===== src/rtl/mux_pkg.sv =====
// Shared types and limits for the round-robin stream multiplexer.
package mux_pkg;

    // Arbitration mode: fixed channel select or rotating priority.
    typedef enum logic {
        MODE_FIXED = 1'b0,
        MODE_RR    = 1'b1
    } mux_mode_t;

    // Output buffer occupancy.
    typedef enum logic {
        ST_EMPTY = 1'b0,
        ST_FULL  = 1'b1
    } buf_state_t;

    // Largest supported channel count.
    localparam int MAX_CH = 16;

endpackage


===== src/rtl/rr_arbiter.sv =====
// Combinational arbiter: fixed-select or round-robin grant over NUM_CH requests.
module rr_arbiter
    import mux_pkg::*;
#(
    parameter  int NUM_CH = 4,
    localparam int SEL_W  = $clog2(NUM_CH)
) (
    input  logic [NUM_CH-1:0] Req,
    input  logic [SEL_W-1:0]  Last,
    input  logic              Mode,
    input  logic [SEL_W-1:0]  Sel,
    output logic              GrantValid,
    output logic [SEL_W-1:0]  GrantIdx
);

    logic [SEL_W-1:0] w_cand;

    // Pick the granted channel; the RR scan runs farthest-first so the nearest
    // requester after Last is the one left standing.
    always_comb begin
        GrantValid = 1'b0;
        GrantIdx   = '0;
        w_cand     = '0;
        if (mux_mode_t'(Mode) == MODE_RR) begin
            for (int k = NUM_CH; k >= 1; k--) begin
                w_cand = SEL_W'((int'(Last) + k) % NUM_CH);
                if (Req[w_cand]) begin
                    GrantValid = 1'b1;
                    GrantIdx   = w_cand;
                end
            end
        end else begin
            // Select values past the last channel never grant.
            if ((int'(Sel) < NUM_CH) && Req[Sel]) begin
                GrantValid = 1'b1;
                GrantIdx   = Sel;
            end
        end
    end

endmodule


===== src/rtl/rr_stream_mux.sv =====
// N-channel valid/ready stream mux with fixed or round-robin arbitration and a
// single registered output slot that can drain and reload in the same cycle.
module rr_stream_mux
    import mux_pkg::*;
#(
    parameter  int NUM_CH = 4,
    parameter  int DATA_W = 8,
    localparam int SEL_W  = $clog2(NUM_CH)
) (
    input  logic                     Clk,
    input  logic                     Rst,
    input  logic [NUM_CH*DATA_W-1:0] InData,
    input  logic [NUM_CH-1:0]        InValid,
    output logic [NUM_CH-1:0]        InReady,
    input  logic                     Mode,
    input  logic [SEL_W-1:0]         Sel,
    output logic [DATA_W-1:0]        ValOut,
    output logic                     OutValid,
    input  logic                     OutReady,
    output logic [SEL_W-1:0]         OutSel
);

    buf_state_t        r_state;
    buf_state_t        w_state_nxt;
    logic [DATA_W-1:0] r_data;
    logic [SEL_W-1:0]  r_sel;
    logic [SEL_W-1:0]  r_last;
    logic              w_ld_en;
    logic              w_xfer;
    logic              w_gnt_vld;
    logic [SEL_W-1:0]  w_gnt_idx;
    logic [DATA_W-1:0] w_ch [NUM_CH];

    for (genvar i = 0; i < NUM_CH; i++) begin : g_unpack
        assign w_ch[i] = InData[i*DATA_W +: DATA_W];
    end

    rr_arbiter #(
        .NUM_CH(NUM_CH)
    ) u_arb (
        .Req       (InValid),
        .Last      (r_last),
        .Mode      (Mode),
        .Sel       (Sel),
        .GrantValid(w_gnt_vld),
        .GrantIdx  (w_gnt_idx)
    );

    // The slot can take a new item whenever it is empty or being drained.
    assign OutValid = (r_state == ST_FULL);
    assign w_ld_en  = !OutValid || OutReady;
    assign w_xfer   = w_ld_en && w_gnt_vld;
    assign ValOut   = r_data;
    assign OutSel   = r_sel;

    // One-hot accept toward the granted producer, only when the slot can load.
    always_comb begin
        InReady = '0;
        if (w_xfer) begin
            InReady[w_gnt_idx] = 1'b1;
        end
    end

    // Next buffer state: load wins, otherwise a drain empties the slot.
    always_comb begin
        w_state_nxt = r_state;
        if (w_xfer) begin
            w_state_nxt = ST_FULL;
        end else if (w_ld_en) begin
            w_state_nxt = ST_EMPTY;
        end
    end

    // Buffer state register.
    always_ff @(posedge Clk or posedge Rst) begin
        if (Rst) begin
            r_state <= ST_EMPTY;
        end else begin
            r_state <= w_state_nxt;
        end
    end

    // Capture the granted item and remember its channel as the RR reference;
    // Last resets to the top channel so channel 0 wins first.
    always_ff @(posedge Clk or posedge Rst) begin
        if (Rst) begin
            r_data <= '0;
            r_sel  <= '0;
            r_last <= SEL_W'(NUM_CH - 1);
        end else if (w_xfer) begin
            r_data <= w_ch[w_gnt_idx];
            r_sel  <= w_gnt_idx;
            r_last <= w_gnt_idx;
        end
    end

endmodule


===== config.mk =====
export PLATFORM = sky130hd
export DESIGN_NAME = rr_stream_mux
export DESIGN_NICKNAME = d
export VERILOG_FILES = /design/src/rtl/mux_pkg.sv /design/src/rtl/rr_arbiter.sv /design/src/rtl/rr_stream_mux.sv
export SDC_FILE = /design/constraint.sdc
export NUM_CORES = 1
export LEC_CHECK = 0
export CELL_PAD_IN_SITES_DETAIL_PLACEMENT = 1
export CELL_PAD_IN_SITES_GLOBAL_PLACEMENT = 1
export CORE_AREA = 10 10 76 78
export DETAILED_ROUTE_END_ITERATION = 6
export DIE_AREA = 0 0 86 88
export PLACE_DENSITY_LB_ADDON = 0.1
export SLEW_MARGIN = 20
export SYNTH_ARGS = -nofsm -noshare
export SYNTH_HDL_FRONTEND = slang
export SYNTH_SLANG_ARGS = --single-unit

===== constraint.sdc =====
create_clock -name Clk -period 2 [get_ports Clk]
set_input_delay 0.2 -clock Clk [delete_from_list [all_inputs] [get_ports Clk]]
set_output_delay 0.2 -clock Clk [all_outputs]
set_load 0.01 [all_outputs]

After elaboration in Yosys (flattened, before gate mapping). Index checks and enable logic that the tools add are counted. Widths: inputs -> output; s select.

Register bits: 13. Input port bits: 42. Output and inout bits: 15. Word-level logic and storage cells: 52.

Add/sub/neg operators: 4. Order comparisons: 8. Muxes and demuxes: 30. Bitwise gates (word level): 1. Reduce and logical (&&, ||, !) cells: 5.

Operators by type and width (number): $lt 2x3->1 const B (6); $bmux 8 s2 (1); $mux 8 (2); $mux 1 (14); $mux 2 (6); $bmux 1 s2 (5); $add 2x1->2 const B (2); $add 2x2->2 const B (2); $mux 4 (1); $ge 3x3->1 const B (1); $not 2->3 (1); $demux 1 s2 (1); $ge 2x1->1 const B (1); $logic_and 1x1->1 (2); $reduce_bool 2->1 (1); $logic_not 1->1 (1); $logic_or 1x1->1 (1).

Longest topological paths before layout. Gate-level depths: netlist (run 1).

Depth in word-level cells: 13. Mapped depth: 8. Mapped depth without buffers: 6.

Cells and area by module. Synthesis (run 1) repeated with hierarchy kept, for this count alone.

Cell total of the unflattened synthesis: 69. Area, all modules: 889.6 µm².

By module, submodules not included: rr_stream_mux (instances 1, cells an instance 45, area an instance 711.9 µm², seq. area each 327.8 µm²); rr_arbiter (instances 1, cells an instance 24, area an instance 177.7 µm², seq. area each 0.0 µm²).

Least setup slack after synthesis (run 1). Ideal clock, no wire load.

Path kind: register to register. Start: register r_last[0]. End: register r_data[0], in the netlist ValOut[0]. Setup time: 0.128 ns. Arrival time: 1.736 ns. Data required time: 1.872 ns. Slack: 0.137 ns. Stages on the path, launching flop included: 9. Buffers on the path: 2. Clock period less this slack: 1.863 ns. Cell sequence: dfstp_2 -> o21ai_1 -> a22oi_1 -> o2111ai_4 -> and2_4 -> buf_6 -> buf_12 -> a211oi_2 -> a211oi_2.

Cells in the longest elaborated chain, start to end: 12. Elaborated cells between the ends (all ways): 27. Classes of those cells: add/sub: 4; mux: 21; bitwise: 1; reduce/logical: 1.

RTL lines: from (decl) (line rr_stream_mux.sv:27) `logic [SEL_W-1:0] r_last;`; from (signal assigned) (line rr_stream_mux.sv:89) `r_last <= SEL_W'(NUM_CH - 1);`; from (signal assigned) (line rr_stream_mux.sv:93) `r_last <= w_gnt_idx;`; $add 2x1->2 (line rr_arbiter.sv:26) `w_cand = SEL_W'((int'(Last) + k) % NUM_CH);`; $bmux 1 s2 (line rr_arbiter.sv:27) `if (Req[w_cand]) begin`; $mux 1 (not written as such) (line rr_arbiter.sv:27); $mux 2 (4 in a row) (line rr_arbiter.sv:27); $mux 2 (line rr_arbiter.sv:24) `if (mux_mode_t'(Mode) == MODE_RR) begin`; $not 2->3 (not written as such) (line rr_stream_mux.sv:91) `r_data <= w_ch[w_gnt_idx];`; $bmux 8 s2 (line rr_stream_mux.sv:91); $mux 8 (not written as such) (2 in a row) (line rr_stream_mux.sv:91); to (signal assigned) (line rr_stream_mux.sv:91); to (decl) (line rr_stream_mux.sv:25) `logic [DATA_W-1:0] r_data;`.

Several ways; a longest one is shown, not always the timed one. The select of a mux whose other input is x is not followed. A chain may end at the register's enable or synchronous reset.

Final worst setup path (run 1).
Start: register r_last[0]. End: output port InReady[0].

Cells in the longest elaborated chain, start to end: 13. Elaborated cells between the ends (all ways): 29. Classes of those cells: add/sub: 4; order compare: 2; mux: 21; reduce/logical: 2.

RTL lines: $add 2x1->2 (line rr_arbiter.sv:26); $bmux 1 s2 (line rr_arbiter.sv:27); $mux 1 (not written as such) (line rr_arbiter.sv:27); $mux 2 (4 in a row) (line rr_arbiter.sv:27); $mux 2 (line rr_arbiter.sv:24); $lt 2x3->1 (not written as such) or $ge 2x1->1 (tied branches) (line rr_stream_mux.sv:60) `InReady[w_gnt_idx] = 1'b1;`; $logic_and 1x1->1 (not written as such) (line rr_stream_mux.sv:60); $mux 1 (not written as such) (line rr_stream_mux.sv:60); $demux 1 s2 (line rr_stream_mux.sv:60); $mux 4 * (line rr_stream_mux.sv:59) `if (w_xfer) begin`; to (decl) (line rr_stream_mux.sv:14) `output logic [NUM_CH-1:0] InReady,`.

Mark *: on every way between the ends. The rest lies on a longest branch, timed or not. The select of a mux whose other input is x is not followed.

==> results.json, run 1 <==
{
  "nFillCells": 506,
  "drtPass1Iterations": 2,
  "syn_area_per_cell_um2": 9.18,
  "num_antenna_cells": 0,
  "max_freq_mhz": 508,
  "p_leak_uw": 0.000775,
  "synthArstFlopShare_pct": 100,
  "vias_per_cell": 4.70,
  "clock_latency_ns": 0.24,
  "cp_max_fo": 4,
  "synth_cell_types": 33,
  "finalClockSkew_ns": 0.000643,
  "power-per-cell-area_nw_per_um2": 728,
  "ir_drop_mv": 0.253,
  "drtAntennaViolNets": 0,
  "num_io_pins": 57,
  "drc": 0,
  "area_delta_synth_final_pct": 93.5,
  "synth_edf_count": 0,
  "grt_pass1_wl_um": 6490,
  "timing.final.crit_share_pct": 98.4,
  "grt_pass1_vias": 1336,
  "clockBufferDepth": 2,
  "synth_cells": 103,
  "regToRegEndpoint": "ValOut[3]$_DFFE_PP0P_",
  "total_power_uw": 1330,
  "hold_viol": 0,
  "hp-class": "input port to async pin",
  "final_cell_mix": "49 x clkdlybuf4s50_1, 27 x buf_4, 17 x nor2_1",
  "outcome": "complete, no violations",
  "die_w_um": 86,
  "dpl_worst_slack_ns": -0.442,
  "cts_tree": "yes",
  "hold_buffers": 0,
  "wl_per_cell_um": 16.2,
  "drt_iter0_markers": 18,
  "min_period_ns": 1.97,
  "r2r_slack_ns": 0.09,
  "start_util_pct": 22.0,
  "final_nets": 228,
  "cts-buffers-inserted": 3,
  "io_buffers": 56,
  "htree_levels": 1,
  "max_stage_delay_ns": 0.55,
  "drive_gt1_share_pct": 30.8,
  "finalSetupTns_ns": 0,
  "dp_hpwl_um": 3240,
  "grt_overflow": 0,
  "layout_commonest_cell": "clkdlybuf4s50_1",
  "die_y_um": 88,
  "syn-num-nets": 145,
  "wirelength_um": 3840,
  "num_rows": 24,
  "die_area_um2": 7570,
  "cp_cell_sequence": "buf_6 -> nor2_2 -> a22oi_2 -> o2111ai_4 -> and2_4 -> and2_4 -> buf_6",
  "placed_area_um2": 1700,
  "vias": 1113,
  "synth_warnings": 0,
  "slew_headroom_pct": 63.3,
  "critPathRequiredTime_ns": 1.80,
  "clock_sinks": 13,
  "maxCapViolations": 0,
  "fin_area_um2": 1830,
  "r2r_start": "r_last[0]$_DFFE_PP1P_",
  "critPathLaunchType": "flip-flop",
  "synth-main-ff-cell": "dfrtp_1",
  "cpMaxStageDelayCell": "dfstp_2",
  "clkTransAtPathRegs_ns": 0.05,
  "synth_seq_cells": 13,
  "grt_antenna_before_repair": 0,
  "synth_area_um2": 946,
  "r2r_cells": 8,
  "crit_type": "flip-flop to primary output",
  "finalWorstSetupSlack_ns": 0.0320,
  "cp-end-kind": "primary output",
  "ctsRootBufferMaster": "clkbuf_8",
  "whs_ns": 0.312,
  "grt_util_all_layers_pct": 10.6,
  "rsz0062_at_grt": "true",
  "place.gp.congestion": 0.752,
  "grt_max_degree": 14,
  "tightest_slew_ns": 0.550,
  "cp.arrival_ns": 1.77,
  "finalSetupViolations": 0,
  "finalMaxSlewViolations": 0,
  "core_um2": 4290,
  "seq_area_frac_synth_pct": 34.7
}
==> worst max-delay path by stage <==
stage	startpoint	end	slack [ns]
floorplan	r_last[0]$_DFFE_PP1P_	ValOut[0]$_DFFE_PP0P_	0.14
global placement	InValid[1]	InReady[0]	-0.46
detailed placement	InValid[1]	InReady[0]	-0.44
CTS	r_last[1]$_DFFE_PP1P_	InReady[2]	0.009
global route	r_last[0]$_DFFE_PP1P_	InReady[1]	-0.07
finish	r_last[0]$_DFFE_PP1P_	InReady[0]	0.03
==> final cells by class <==
| class | count | area (µm²) | area share (%) |
|---|---|---|---|
| repair buffers | 82 | 747 | 40.8 |
| multi-input cells | 81 | 627 | 34.2 |
| flip-flops and latches | 13 | 328 | 17.9 |
| well taps | 52 | 65.1 | 3.55 |
| clock buffers | 4 | 45.0 | 2.46 |
| inverters | 5 | 18.8 | 1.03 |
==> cell usage after synthesis (all sizes together), types with 2 or more instances <==
cell type  instances  share of area (%)
dfrtp             11                 29
and3               7                4.6
a211oi            16                 14
a21boi             2                2.0
a21oi              5                2.6
inv                5                2.0
mux2i              9                9.5
buf                4                4.4
nor2              19                7.5
o21ai              3                1.6
dfstp              2                5.6
nand2              3                1.2
and2               3                2.2
==> critical path, delay by kind of cell (launching register included) <==
kind	cells	cell delay, ns
AO/OA/AOI/OAI	2	0.37
buffers and inverters	2	0.22
flip-flops	1	0.55
AND/OR/NAND/NOR	3	0.38
==> repair_timing <==
action	CTS	global route
resized for setup	22	15
setup endpoints to repair	4	4
setup buffers	2	2
pin swaps	5	8
==> layer usage <==
metal	part of all wire (%)	wire [µm]	up-vias	track usage [%]
met5	0	0	-	0
met4	1.1	41	0	4.49
met3	9.0	347	2	4.18
met2	53	2030	32	19.2
met1	37	1420	533	10.5
li1	-	-	546	-
==> sequential cells by signal, indices dropped and copies added, names as in the netlist <==
name / cells
ValOut: 8
OutSel: 2
OutValid: 1
r_last: 2
==> cell families (layout without fill, tap and decap cells) <==
family	after synthesis	after routing	share of synthesized area, %
AOI/OAI and AO/OA	34	34	29.1
DFF	13	13	34.7
buffers and inverters	9	91	6.35
muxes	9	9	9.52
and+or+nand+nor	38	38	20.4
==> where the power goes <==
part	switching, µW	internal, µW	leakage [µW]
sequential	50.4	346	0.000144
combinational	300	405	0.000608
clock	91.6	141	0.0000228
total	442	891	0.000775
==> per-stage QoR <==
stage          std cells  utilization (%)
2_1_floorplan        103                -
3_3_place_gp         229             39.6
3_5_place_dp         229             39.6
4_1_cts              235             41.1
5_1_grt              237             42.6
6_report             237             42.6
(Power assumes the default switching activity.)
==> run 2: changes to the inputs <==
==> constraint.sdc (replaced) <==
create_clock -name Clk -period 2 [get_ports Clk]
set_input_delay 0.4 -clock Clk [delete_from_list [all_inputs] [get_ports Clk]]
set_output_delay 0.4 -clock Clk [all_outputs]
set_load 0.01 [all_outputs]
==> run 2 against run 1 <==
Net effect: the flow now finishes with violations (setup timing); flip-flop and latch count did not move; maximum frequency fell by 7.8%; largest power group unchanged; clock power grew 5%; first-iteration DRC count rose by 5.6%; combinational power rose by 3.3%.
==> results.json, run 2 (synthesized netlist as in run 1, its figures left out) <==
{
  "outcome": "finished with violations",
  "violations": "setup timing",
  "swShare_pct": 34.2,
  "cp-end-kind": "primary output",
  "finalSetupTns_ns": -0.384,
  "dpl_worst_slack_ns": -0.825,
  "power_frac_clock_pct": 17.7,
  "area_delta_synth_final_pct": 100,
  "ctsRootBufferMaster": "clkbuf_8",
  "hold_buffers": 0,
  "grt_antenna_before_repair": 0,
  "drtAntennaViolNets": 0,
  "largest_reg_flops": 8,
  "cts_tree": "yes",
  "start_util_pct": 22.0,
  "power-per-cell-area_nw_per_um2": 723,
  "drive_gt1_share_pct": 34.7,
  "place.gp.congestion": 0.762,
  "maxCapViolations": 0,
  "critPathRequiredTime_ns": 1.60,
  "clkTransAtPathRegs_ns": 0.06,
  "ir_drop_mv": 0.213,
  "io_buffers": 56,
  "drc": 0,
  "finalMaxSlewViolations": 0,
  "critPathLaunchType": "flip-flop",
  "cts-buffers-inserted": 3,
  "power.net_switching_uw": 468,
  "num_rows": 24,
  "cp.arrival_ns": 1.74,
  "core_um2": 4290,
  "postLayoutCoreUtil_pct": 44.1,
  "finalSetupViolations": 4,
  "die_area_um2": 7570,
  "max_freq_mhz": 468,
  "drtPass1Iterations": 2,
  "final_nets": 233,
  "clock_sinks": 13,
  "power.internal_uw": 901,
  "crit_type": "flip-flop to primary output",
  "vias": 1116,
  "wl_per_cell_um": 17.3,
  "grt_pass1_wl_um": 6510,
  "comb_power_share_pct": 53.2,
  "drt_iter0_markers": 19,
  "hp-class": "input port to async pin",
  "clock_latency_ns": 0.24,
  "seq_power_share_pct": 29.1,
  "clockBufferDepth": 2,
  "tightest_slew_ns": 0.540,
  "slew_headroom_pct": 64.0,
  "grt_overflow": 0,
  "grt_max_degree": 14,
  "die_y_um": 88,
  "final_cell_mix": "45 x clkdlybuf4s50_1, 31 x buf_4, 17 x nor2_1",
  "timing.final.crit_share_pct": 107,
  "dp_hpwl_um": 3330,
  "grt_util_all_layers_pct": 10.7,
  "layout_commonest_cell": "clkdlybuf4s50_1",
  "finalClockSkew_ns": 0.00528,
  "rsz0062_at_grt": "true",
  "htree_levels": 1,
  "die_w_um": 86,
  "total_power_uw": 1370,
  "finalWorstSetupSlack_ns": -0.135,
  "hold_viol": 0,
  "num_antenna_cells": 0,
  "min_period_ns": 2.14,
  "wirelength_um": 4180,
  "grt_pass1_vias": 1329,
  "cp_max_fo": 6,
  "num_io_pins": 57,
  "vias_per_cell": 4.61,
  "p_leak_uw": 0.000806
}
run 2: layer usage:
metal  up-vias  wire, µm  GRT usage [%]
met2        33      2240           19.5
met1       525      1610           11.1
met4         0        41           4.49
met5         -         0              0
li1        556         -              -
met3         2       297           3.53
run 2: timing repair:
item / in CTS / in global routing
pin swaps: 14 / 10
buffers inserted: 5 / 4
setup endpoints to repair: 14 / 8
gates resized for setup: 40 / 9
run 2: final cells by class:
cell class | count | area (µm²)
Multi-Input combinational cell | 81 | 647
Sequential cell | 13 | 328
Timing Repair Buffer | 87 | 791
Tap cell | 52 | 65.1
Fill cell | 484 | 2400
Inverter | 5 | 18.8
Clock buffer | 4 | 45.0
run 2: worst max-delay path, stage by stage (launching register included):
cell and delay [ns]:
dfstp_2 0.61, a21boi_2 0.09, o221ai_2 0.20, o2111ai_4 0.15, and2_4 0.19, and2_4 0.14
buf_6 0.11
run 2: power by group through the flow:
| stage | clock network (µW) | logic, µW | registers [µW] |
|---|---|---|---|
| after floorplan | 0 | 268 | 427 |
| after global placement | 0 | 652 | 398 |
| after detailed placement | 0 | 662 | 402 |
| after CTS | 247 | 697 | 397 |
| after global routing | 259 | 793 | 408 |
| final | 243 | 728 | 398 |
run 2: worst paths after layout:
kind                                  startpoint               endpoint  slack [ns]  cells after the start
setup / recovery           r_last[1]$_DFFE_PP1P_             InReady[0]       -0.14                      6
hold / removal                               Rst  ValOut[3]$_DFFE_PP0P_        0.50                      2
setup reg to reg           r_last[1]$_DFFE_PP1P_  ValOut[6]$_DFFE_PP0P_        0.06                      9
hold reg to reg            OutSel[1]$_DFFE_PP0P_  OutSel[1]$_DFFE_PP0P_        0.51                      2
max in group asynchronous                    Rst  r_last[1]$_DFFE_PP1P_        1.13                      2
min in group Clk           OutSel[1]$_DFFE_PP0P_  OutSel[1]$_DFFE_PP0P_        0.51                      2
run 2: stage by stage:
stage	hold slack [ns]	instance area [µm²]	cells
CTS	0.522	1820	238
global placement	0.485	1710	229
finish	0.496	1890	242
global route	0.537	1890	242
detailed placement	0.509	1710	229
floorplan	0.276	960	103
